`src/rtl/serial_addsub_ctrl.sv`:
```
// serial_addsub_ctrl
//   Bit-serial add/subtract sequencer built around a single full-adder slice.
//   It computes a+b or a-b (as a + ~b + 1) one bit per clock, LSB first, over
//   WIDTH clocks. The carry is held in a flop between bits.
//
//   Optional feature: define SERIAL_OVF_EN to add the signed overflow output.
//
// Ports
//   clk       in   1      clock, all state changes on posedge
//   rst_n     in   1      asynchronous active-low reset
//   start     in   1      operation request, sampled only in IDLE
//   op        in   1      0 = add, 1 = subtract; latched with start
//   a, b      in   WIDTH  operands; latched with start
//   busy      out  1      high while bits are being processed
//   done      out  1      one-cycle pulse when result/carryOut are updated
//   result    out  WIDTH  sum/difference, held until the next completion
//   carryOut  out  1      final carry; for subtract, 1 = no borrow
//   overflow  out  1      signed overflow (SERIAL_OVF_EN only)
module serial_addsub_ctrl #(
  parameter int WIDTH = 6
) (
  input  logic             clk,
  input  logic             rst_n,
  input  logic             start,
  input  logic             op,
  input  logic [WIDTH-1:0] a,
  input  logic [WIDTH-1:0] b,
  output logic             busy,
  output logic             done,
  output logic [WIDTH-1:0] result,
`ifdef SERIAL_OVF_EN
  output logic             overflow,
`endif
  output logic             carryOut
);

  localparam int CW = (WIDTH > 1) ? $clog2(WIDTH) : 1;
  localparam logic [CW-1:0] LAST_BIT = CW'(WIDTH - 1);

  localparam logic [1:0] IDLE = 2'd0;
  localparam logic [1:0] RUN  = 2'd1;
  localparam logic [1:0] DONE = 2'd2;

  logic [1:0]       state;
  logic [WIDTH-1:0] op_a;
  logic [WIDTH-1:0] op_b;
  logic [WIDTH-1:0] acc;
  logic             carry;
  logic [CW-1:0]    cnt;

  logic             sum_bit;
  logic             carry_next;
  logic [WIDTH-1:0] acc_next;

  function automatic logic maj3(input logic x, input logic y, input logic z);
    return (x & y) | (x & z) | (y & z);
  endfunction

  // Full-adder slice operating on the current LSBs
  always_comb begin
    sum_bit    = op_a[0] ^ op_b[0] ^ carry;
    carry_next = maj3(op_a[0], op_b[0], carry);
    acc_next   = {sum_bit, acc[WIDTH-1:1]};
  end

  assign busy = (state == RUN);
  assign done = (state == DONE);

  always_ff @(posedge clk or negedge rst_n) begin
    if (!rst_n) begin
      state    <= IDLE;
      op_a     <= '0;
      op_b     <= '0;
      acc      <= '0;
      carry    <= 1'b0;
      cnt      <= '0;
      result   <= '0;
      carryOut <= 1'b0;
`ifdef SERIAL_OVF_EN
      overflow <= 1'b0;
`endif
    end else begin
      case (state)
        IDLE: begin
          if (start) begin
            op_a  <= a;
            // Subtract is a + ~b with carry-in of 1
            op_b  <= op ? ~b : b;
            carry <= op;
            cnt   <= '0;
            state <= RUN;
          end
        end
        RUN: begin
          op_a  <= op_a >> 1;
          op_b  <= op_b >> 1;
          acc   <= acc_next;
          carry <= carry_next;
          if (cnt == LAST_BIT) begin
            cnt      <= '0;
            state    <= DONE;
            result   <= acc_next;
            carryOut <= carry_next;
`ifdef SERIAL_OVF_EN
            // During the last bit, carry holds the carry into the MSB slice
            overflow <= carry ^ carry_next;
`endif
          end else begin
            cnt <= cnt + 1'b1;
          end
        end
        DONE: begin
          state <= IDLE;
        end
        default: begin
          state <= IDLE;
        end
      endcase
    end
  end

endmodule
```
`config.mk`:
```
export PLATFORM = sky130hd
export DESIGN_NAME = serial_addsub_ctrl
export DESIGN_NICKNAME = d
export VERILOG_FILES = /design/src/rtl/serial_addsub_ctrl.sv
export SDC_FILE = /design/constraint.sdc
export NUM_CORES = 1
export LEC_CHECK = 0
export BUFFER_PORTS_ARGS = -buffer_cell sky130_fd_sc_hd__buf_2
export CORE_MARGIN = 8
export CORE_UTILIZATION = 54
export CTS_BUF_LIST = sky130_fd_sc_hd__clkbuf_8 sky130_fd_sc_hd__clkbuf_16
export CTS_CLUSTER_SIZE = 16
export DETAILED_ROUTE_END_ITERATION = 16
export HOLD_SLACK_MARGIN = 0.15
export MAX_ROUTING_LAYER = met4
export PLACE_DENSITY = 0.75
export SLEW_MARGIN = 25
export SYNTH_ARGS = -nofsm -noshare
export SYNTH_HDL_FRONTEND = slang
export SYNTH_SLANG_ARGS = --single-unit
```
`constraint.sdc`:
```
create_clock -name clk -period 1.7 [get_ports clk]
set_input_delay 0.17 -clock clk [delete_from_list [all_inputs] [get_ports clk]]
set_output_delay 0.17 -clock clk [all_outputs]
set_load 0.02 [all_outputs]
```
==> results.tsv <==
metric	value	unit
outcome	completed	
h-tree-depth	2	
yosysTopAreaCell	dfrtp_1	
synth_xor_area_share	3.83	%
cp_cell_sequence	inv_2 > nand2_2 > inv_2 > buf_4 > buf_2	
post-route-min-period	1.57	ns
dp.cells	164	
setup_tns	0	ns
drive_gt1_share	37.8	%
grt_pass1_wl	4.75	mm
critPathLaunchType	flop	
synth_ff_type	dfrtp_1	
synth_simple_gate_area_share	9.85	%
synth-compound-area-share	14.4	%
clock.fmax	638	MHz
pwr-share-comb	34.3	%
clock_path_buffers	2	
vdd_drop_max	1.16	mV
rsz0062_at_grt	false	
fin_worst_skew	0.0129	ns
hold_class	input pin to flop	
drc_errors	0	
ys_types	32	
dp_hpwl	1.92	mm
io_buffer_count	24	
drt_first_pass_iters	4	
synthTopCellsByCount	dfrtp_1 (30), nand2_1 (11), o21ai_0 (10)	
antenna_left	0	
synth_top_family_by_area	compound AO/OA/AOI/OAI gates	
cts.root.buffer_cell	clkbuf_8	
seqPwrFrac	44.2	%
clkTransAtPathRegs	0.07	ns
place_congestion	0.761	
grt_pass1_vias	1020	
drt_iter0_markers	34	
drv_slew	0	
synthArstFlopShare	100	%
fp-row-count	18	
switchingPower	957	uW
dieWidth	66.4	um
ys_top_cells_by_area	dfrtp_1 (55%), mux2_4 (7.7%), mux2_2 (4.1%)	
synth_nets	130	
clock_sinks	30	
cpMaxStageDelayCell	dfrtp_2	
avgSynthCellArea	12.1	um2
setup_viol	0	
p_leak	0.000765	uW
grt_overflow	0	
syn-cell-area	0.00137	mm2
top_layer	met4	
slew_headroom	57.1	%
muxShareOfSynthArea	11.8	%
cts_tree	built	
fin_nets	159	
yosysMostFrequentCell	dfrtp_1	
numCtsBuffers	5	
yosysTopAreaCellShare	54.7	%
crit_top_cell	inv_2	
synth_edf_count	0	
powerDensity	1720	mW/mm2
post_drt_wl_per_cell	15.3	um
seq_area_frac_synth	54.7	%
dieArea	0.00441	mm2
p_int	1830	uW
tightestPinTransition	0.644	ns
track_usage	14.8	%
vias	942	
crit_arrival	1.40	ns
final_cell_count_no_fill	173	
yosysWarnings	0	
wl_met2	1.22	mm
final_hold_viol_count	0	
timing_worst_setup_path_type	flop to primary output	
ys_ff_latch	30	
antenna_found_initial	0	
start_util	56.4	%
min_period_over_period	92.3	%
worstSetupEndpointType	primary output	
cp_slowest_stage_delay	0.49	ns
num_antenna_cells	0	
chipHeight	66.4	um
p_sw_share	34.4	%
pwr-share-clk	21.5	%
grt_max_degree	31	
routed_wl	2.65	mm
area_delta_synth_final	18.3	%
maxCapViolCount	0	
wl_met3	103	um
drt-met1-wl	1.27	mm
boundaryPins	25	
insertion_delay	0.29	ns
syn_inst	113	
worstPathRequired	1.53	ns
core-area	0.00243	mm2
viasPerCell	5.45	
cp_max_fo	13	
synthAdderAreaFrac	1.46	%
## registers in the layout (all words and copies together) (netlist names)
| signal | count |
|---|---|
| acc | 5 |
| op_a | 6 |
| state | 2 |
| result | 6 |
| cnt | 3 |
| carryOut | 1 |
| carry | 1 |
| op_b | 6 |
## stage by stage
stage / setup WS (ns) / instance area [um2] / hold WS (ns) / total power (uW) / utilization (%)
floorplan: 0.379 / 1370 / -0.126 / 1910 / -
global placement: 0.191 / 1520 / 0.228 / 2150 / 62.3
detailed placement: 0.144 / 1520 / 0.234 / 2210 / 62.3
CTS: 0.0729 / 1620 / 0.183 / 2820 / 66.7
global route: 0.0520 / 1620 / 0.208 / 2980 / 66.7
finish: 0.132 / 1620 / 0.181 / 2790 / 66.7
## cell usage in the layout, fill, tap and decap left out
master / Yosys / routed
a21oi_1: 1 / 1
a221o_1: 4 / 4
a22o_1: 2 / 2
a22oi_1: 5 / 5
a31oi_1: 2 / 2
a41oi_1: 1 / 1
and3b_1: 1 / 1
and4_4: 1 / 1
buf_2: 4 / 24
buf_4: 1 / 4
clkbuf_8: 0 / 6
clkinv_2: 0 / 1
clkinvlp_4: 0 / 1
dfrtp_1: 30 / 29
dfrtp_2: 0 / 1
dlygate4sd3_1: 0 / 1
fa_1: 1 / 1
inv_1: 1 / 1
inv_2: 2 / 2
mux2_2: 5 / 5
mux2_4: 7 / 7
nand2_1: 11 / 11
nand2_2: 1 / 1
nand2b_1: 1 / 1
nand3_1: 1 / 1
nor2_1: 5 / 5
nor2b_1: 3 / 3
o211ai_1: 1 / 1
o21ai_0: 10 / 10
o21bai_2: 1 / 1
o31ai_1: 1 / 1
or3b_1: 1 / 1
or4b_1: 1 / 1
xnor2_1: 5 / 5
xor2_1: 1 / 1
## kinds of logic after synthesis
logic type,count (synthesis)
simple gates,26
flops,30
xor+xnor,6
buf+inv,10
mux,12
compound gates,28
fa+ha+maj,1
## path summary, 6_finish.rpt
| check | start | endpoint | slack (ns) | cells after the start |
|---|---|---|---|---|
| worst min-delay path | a[2] | op_a[2] | 0.18 | 3 |
| min in group asynchronous | rst_n | state[1] | 0.44 | 2 |
| worst max-delay path | state[1] | busy | 0.13 | 5 |
| worst max register to register | state[1] | result[4] | 0.18 | 5 |
| worst min register to register | op_a[3] | op_a[3] | 0.49 | 2 |
| max in group asynchronous | rst_n | state[1] | 0.81 | 2 |
## cell type report
class,count,area (um2)
Inverter,3,11.3
Fill cell,191,810
Clock inverter,2,12.5
Sequential cell,30,752
Tap cell,30,37.5
Multi-Input combinational cell,73,567
Timing Repair Buffer,29,160
Clock buffer,6,82.6
## per-layer routing
layer	track usage (%)	vias to the layer above
met5	-	-
li1	-	461
met2	21.2	23
met4	9.60	0
met3	4.92	4
met1	17.3	454
## power by group through the flow
stage	clock network (uW)	logic, uW	registers [uW]
floorplan	0	668	1240
global placement	0	926	1220
detailed placement	0	967	1250
CTS	613	974	1230
global route	651	1060	1270
finish	598	956	1230
## critical path: cells and delay by family, from the launching register on
| kind | cells | cell delay (ns) |
|---|---|---|
| simple gates | 1 | 0.06 |
| buf+inv | 4 | 0.56 |
| flops | 1 | 0.49 |
## what timing repair did
| item | 4_1_cts | 5_1_grt |
|---|---|---|
| gates resized for setup | 0 | 1 |
| setup endpoints to repair | 0 | 1 |
| hold endpoints to repair | 30 | 0 |
| hold buffers | 1 | 0 |
| setup buffers | 0 | 0 |
Note: power is estimated with default switching activity, not from simulation.
